File: src/rtl/fifo_pkg.sv
// Shared definitions for fifo_level: occupancy-width helper and error-flag bit positions.
package fifo_pkg;

  localparam int unsigned ERR_OVF = 0;
  localparam int unsigned ERR_UDF = 1;
  localparam int unsigned ERR_W   = 2;

  // One extra bit so a completely full FIFO (count == depth) is representable.
  function automatic int unsigned cnt_width(input int unsigned depth);
    return $clog2(depth) + 1;
  endfunction

endpackage

File: src/rtl/fifo_level_ram.sv
// Simple dual-port storage for fifo_level: synchronous write, combinational read.
module fifo_level_ram #(
  parameter int unsigned DEPTH = 32,
  parameter int unsigned WIDTH = 32,
  parameter int unsigned AW    = $clog2(DEPTH)
) (
  input  logic             i_clk,
  input  logic             i_we,
  input  logic [AW-1:0]    i_waddr,
  input  logic [WIDTH-1:0] i_wdata,
  input  logic [AW-1:0]    i_raddr,
  output logic [WIDTH-1:0] o_rdata
);

  logic [WIDTH-1:0] r_mem [DEPTH];

  always_ff @(posedge i_clk) begin
    if (i_we) begin
      r_mem[i_waddr] <= i_wdata;
    end
  end

  assign o_rdata = r_mem[i_raddr];

endmodule

File: src/rtl/fifo_level.sv
// Synchronous FIFO with occupancy count, almost-full/empty thresholds and sticky error flags.
// Define FIFO_LEVEL_FWFT_EN for first-word-fall-through reads; default is registered reads.
module fifo_level
  import fifo_pkg::*;
#(
  parameter int unsigned FIFO_DEPTH = 32,
  parameter int unsigned FIFO_WIDTH = 32,
  parameter int unsigned CNT_W      = cnt_width(FIFO_DEPTH)
) (
  input  logic                  clk,
  input  logic                  resetn,
  input  logic [FIFO_WIDTH-1:0] wrdata,
  input  logic                  wren,
  input  logic                  rden,
  output logic [FIFO_WIDTH-1:0] rddata,
  output logic                  rddata_vld,
  input  logic [CNT_W-1:0]      afull_thresh,
  input  logic [CNT_W-1:0]      aempty_thresh,
  output logic [CNT_W-1:0]      count,
  output logic                  full,
  output logic                  empty,
  output logic                  almost_full,
  output logic                  almost_empty,
  output logic                  overflow,
  output logic                  underflow,
  input  logic                  clr_err
);

  localparam int unsigned AW = $clog2(FIFO_DEPTH);

  logic [AW-1:0]         r_wptr, r_rptr;
  logic [CNT_W-1:0]      r_count;
  logic [ERR_W-1:0]      r_err, w_err_d;
  logic                  w_full, w_empty, w_wr_acc, w_rd_acc;
  logic [FIFO_WIDTH-1:0] w_ram_rdata;

  assign w_full   = (r_count == CNT_W'(FIFO_DEPTH));
  assign w_empty  = (r_count == '0);
  // Gating on the registered flags alone gives read priority when full, write when empty.
  assign w_wr_acc = wren & ~w_full;
  assign w_rd_acc = rden & ~w_empty;

  always_comb begin
    w_err_d          = r_err;
    // A new error wins over a same-cycle clear.
    w_err_d[ERR_OVF] = (wren & w_full) | (r_err[ERR_OVF] & ~clr_err);
    w_err_d[ERR_UDF] = (rden & w_empty) | (r_err[ERR_UDF] & ~clr_err);
  end

  always_ff @(posedge clk) begin
    if (!resetn) begin
      r_wptr  <= '0;
      r_rptr  <= '0;
      r_count <= '0;
      r_err   <= '0;
    end else begin
      r_err <= w_err_d;
      if (w_wr_acc) r_wptr <= r_wptr + 1'b1;
      if (w_rd_acc) r_rptr <= r_rptr + 1'b1;
      case ({w_wr_acc, w_rd_acc})
        2'b10:   r_count <= r_count + CNT_W'(1);
        2'b01:   r_count <= r_count - CNT_W'(1);
        default: r_count <= r_count;
      endcase
    end
  end

  fifo_level_ram #(
    .DEPTH (FIFO_DEPTH),
    .WIDTH (FIFO_WIDTH),
    .AW    (AW)
  ) u_ram (
    .i_clk   (clk),
    .i_we    (w_wr_acc),
    .i_waddr (r_wptr),
    .i_wdata (wrdata),
    .i_raddr (r_rptr),
    .o_rdata (w_ram_rdata)
  );

`ifdef FIFO_LEVEL_FWFT_EN
  assign rddata     = w_ram_rdata;
  assign rddata_vld = ~w_empty;
`else
  logic [FIFO_WIDTH-1:0] r_rddata;
  logic                  r_rddata_vld;

  always_ff @(posedge clk) begin
    if (!resetn) begin
      r_rddata     <= '0;
      r_rddata_vld <= 1'b0;
    end else begin
      r_rddata_vld <= w_rd_acc;
      if (w_rd_acc) r_rddata <= w_ram_rdata;
    end
  end

  assign rddata     = r_rddata;
  assign rddata_vld = r_rddata_vld;
`endif

  assign count        = r_count;
  assign full         = w_full;
  assign empty        = w_empty;
  assign almost_full  = (r_count >= afull_thresh);
  assign almost_empty = (r_count <= aempty_thresh);
  assign overflow     = r_err[ERR_OVF];
  assign underflow    = r_err[ERR_UDF];

endmodule

File: config.mk
export PLATFORM = sky130hd
export DESIGN_NAME = fifo_level
export DESIGN_NICKNAME = d
export VERILOG_FILES = /design/src/rtl/fifo_pkg.sv /design/src/rtl/fifo_level_ram.sv /design/src/rtl/fifo_level.sv
export SDC_FILE = /design/constraint.sdc
export NUM_CORES = 1
export LEC_CHECK = 0
export BUFFER_PORTS_ARGS = -buffer_cell sky130_fd_sc_hd__buf_2
export CAP_MARGIN = 10
export CORE_MARGIN = 2
export CORE_UTILIZATION = 54
export DETAILED_ROUTE_END_ITERATION = 8
export GPL_TIMING_DRIVEN = 0
export PLACE_DENSITY = 0.78
export SKIP_LAST_GASP = 1
export SYNTH_ARGS = -nofsm -noshare
export SYNTH_HDL_FRONTEND = slang
export SYNTH_SLANG_ARGS = --single-unit
File: constraint.sdc
create_clock -name clk -period 3.6 [get_ports clk]
set_input_delay 0.36 -clock clk [delete_from_list [all_inputs] [get_ports clk]]
set_output_delay 0.36 -clock clk [all_outputs]
set_load 0.1 [all_outputs]
==> metrics.txt <==
Worst Tran Pin Value=1230 ps; footprint of the multi-input gates=0.00910 mm2; min-delay src=resetn; Tot GR Track Use=26.0%; Int Pwr=23.3 mW; Post-CTS Setup Bufs=0; FF+latch area=0.0318 mm2; Routed WL=102 mm; ANT nets after route=0; P_sw=10.4 mW; yosys warns=0; most frequent cells in the layout=edfxtp_1, mux2i_1, mux4_2, buf_2, clkbuf_16; worst vdd ir=0.543 mV; gpl congestion=0.839; Die ar.=0.0789 mm2; Max Transition Viols Final=0; GRT Residual Overflow=0; Logic pwr share=25.4%; layout cell share with drive strength beyond 1=23.7%; power share of the sequential group=42.7%; cell taking the most area after synthesis=edfxtp_1; Final Cycle Share=93.6%; most frequent cell on the critical path=ha_1; CP Cell Sequence=or4_4 > o31a_2 > buf_2 > inv_1 > ha_1 > ha_1 > or3b_2 > o311ai_1 > xnor2_1 > nor2_1; Tightest Hold Check Type=primary input to flop; Rows=101; # diodes=0; Die Y=281 um; CTS tree=done; Clock Tree Buf Depth=3; number of CTS-inserted buffers=99; clk_lat worst skew=670 ps; critical register-to-register path startpoint=count[1]$_SDFFE_PN0P_; worst rel slew slack=18.3%; Critical Path Slowest Stage Cell=or4_4; DR pass1 iterations=5; Clk pwr share=31.9%; Synth cell types=55; Syn Nets=2187; Peak Freq=297 MHz; Die W=281 um; vias=22100; Sw Ratio=30.8%; synth top area cells=edfxtp_1, mux4_2, mux2i_1; number of synthesized register bits=1075; total power=33.7 mW; initial antenna violation count=1; RSZ-0062 raised after global routing=false; wire per inst=29.6 um; clk root buf=clkbuf_16; Syn Area/Cell=19.6 um2; Hold Crit Depth=2; hold_ws=62.8 ps; Layout area overhead=14.7%; DP Wirelength=65.6 mm; Iteration-0 DRC Markers=2877; CP endpoint kind=flop; outcome=finished clean; Final Skew=31.0 ps; Worst R2R End=count[5]$_SDFFE_PN0P_; Starting Density=54.5%; Seq/Total Area, Yosys=76.7%; FILL cells=4957; critical path required time=4130 ps; PwrDens=709 mW/mm2; cell count after synthesis=2115; final net count=2415; Post-synth EDFFs=1024; vias in the first global route=22600; top-level I/O count=94; setup TNS=0 ps; Crit Path Category=flop to flop; PortBufs=93; share of the synthesized area in the top cell type=74.2%; Reg clk slew, reported paths=70 ps; Fin. Hold Viols=0; wire length of the first global-routing pass=147 mm; Clock Sink Count=1075; Tmin final=3370 ps; commonest non-fill, non-tap cell in the layout=edfxtp_1; slowest cell delay on critical path=610 ps; startpoint types=flop; Async SR Flop Fraction=0%; ys flop type=edfxtp_1; R2R setup slack=230 ps; Final Setup Violations=0; Min-Delay Endpoint=rddata[8]$_SDFFE_PN0P_; Arr. time, crit path=3900 ps; Leak Pwr=15.0 nW; H-tree depth=3; Crit Path Max Fanout=10; largest net degree at the start of global routing=33; max-cap violations=0; Post-route DRC=0; Core Area=0.0759 mm2; Mapped Area=0.0414 mm2; Worst Reg-to-Reg Cells=10; drt via density=6.41
-- timing repair --
item                                   CTS  global route
hold buffers                             2             0
endpoints found under the hold margin    2             0
gates resized for setup                  0             0
-- area by class of cell --
| class | instances | area share (%) |
|---|---|---|
| Timing Repair Buffer | 127 | 2.54 |
| Tap cell | 1030 | 2.71 |
| Sequential cell | 1075 | 66.9 |
| Buffer | 121 | 1.51 |
| Clock inverter | 62 | 1.53 |
| Multi-Input combinational cell | 901 | 19.2 |
| Clock buffer | 121 | 5.54 |
| Inverter | 18 | 0.142 |
-- cell usage after synthesis, types with 5 or more instances --
cell,n
buf_2,31
mux2i_1,195
ha_1,22
nor4_1,31
buf_4,18
nor2b_1,5
inv_1,17
a22oi_1,62
buf_1,5
edfxtp_1,1024
a221oi_1,31
a21o_1,5
xnor2_1,6
xor2_1,7
buf_6,12
dfxtp_1,51
nand4_1,6
a21oi_1,38
clkbuf_1,48
nand2_1,11
mux2_2,64
a22o_1,31
mux4_2,129
nand3_1,34
o22ai_1,65
nor2_1,118
nand3b_1,5
-- sequential cells by signal, summed over array words and instances (netlist names) --
| signal | count |
|---|---|
| count | 6 |
| r_err | 2 |
| r_rptr | 5 |
| r_wptr | 5 |
| rddata | 32 |
| rddata_vld | 1 |
| u_ram.r_mem | 1024 |
-- per-layer routing --
| metal | vias up | routed length, um | global-route usage (%) |
|---|---|---|---|
| li1 | 9123 | - | - |
| met1 | 11400 | 37500 | 33.8 |
| met2 | 1338 | 51500 | 44.1 |
| met3 | 252 | 9440 | 4.52 |
| met4 | 2 | 3660 | 10.0 |
| met5 | - | 13 | 0 |
-- critical path: cells and delay by family, from the launching register on --
family | cells | cell delay (ps)
simple gates | 3 | 1140
compound gates | 2 | 660
fa+ha+maj | 2 | 620
flops | 1 | 400
buf+inv | 2 | 260
xor+xnor | 1 | 170
-- power groups by stage --
stage	registers (mW)	logic [mW]	clock network (mW)
2_1_floorplan	16.1	4.80	0
3_3_place_gp	14.6	8.19	0
3_5_place_dp	14.6	8.44	0
4_1_cts	14.4	8.52	10.8
5_1_grt	14.4	8.90	11.3
6_report	14.4	8.55	10.7
-- logic make-up (layout without fill, tap and decap cells) --
family / count (synthesis) / after routing / share of synthesized area (%)
AOI/OAI and AO/OA: 246 / 246 / 4.24
xor gates and xnor gates: 13 / 13 / 0.275
adders and majority gates: 23 / 23 / 0.713
buffers and inverters: 139 / 449 / 1.89
DFF: 1075 / 1075 / 76.7
muxes: 388 / 388 / 13.5
and+or+nand+nor: 231 / 231 / 2.71
-- stage by stage --
| stage | utilization, % | setup slack (ps) | area, um2 | instances |
|---|---|---|---|---|
| finish | 62.6 | 232 | 47500 | 3455 |
| global placement | 56.9 | -1290 | 43200 | 3238 |
| detailed placement | 58.1 | 266 | 44100 | 3270 |
| floorplan | - | -302 | 41500 | 2115 |
| CTS | 62.6 | 250 | 47500 | 3455 |
| global route | 62.6 | 26.9 | 47500 | 3455 |
-- worst max path at each step --
stage,slack [ps],to,start,depth (start not counted)
floorplan,-300,r_err[0]$_SDFF_PN0_,count[1]$_SDFFE_PN0P_,4
global placement,-1290,u_ram.r_mem[27][22]$_DFFE_PP_,count[1]$_SDFFE_PN0P_,5
detailed placement,270,count[5]$_SDFFE_PN0P_,count[1]$_SDFFE_PN0P_,10
CTS,250,count[5]$_SDFFE_PN0P_,count[1]$_SDFFE_PN0P_,10
global route,30,count[5]$_SDFFE_PN0P_,count[1]$_SDFFE_PN0P_,10
finish,230,count[5]$_SDFFE_PN0P_,count[1]$_SDFFE_PN0P_,10
Power figures use the tool's default switching activity.
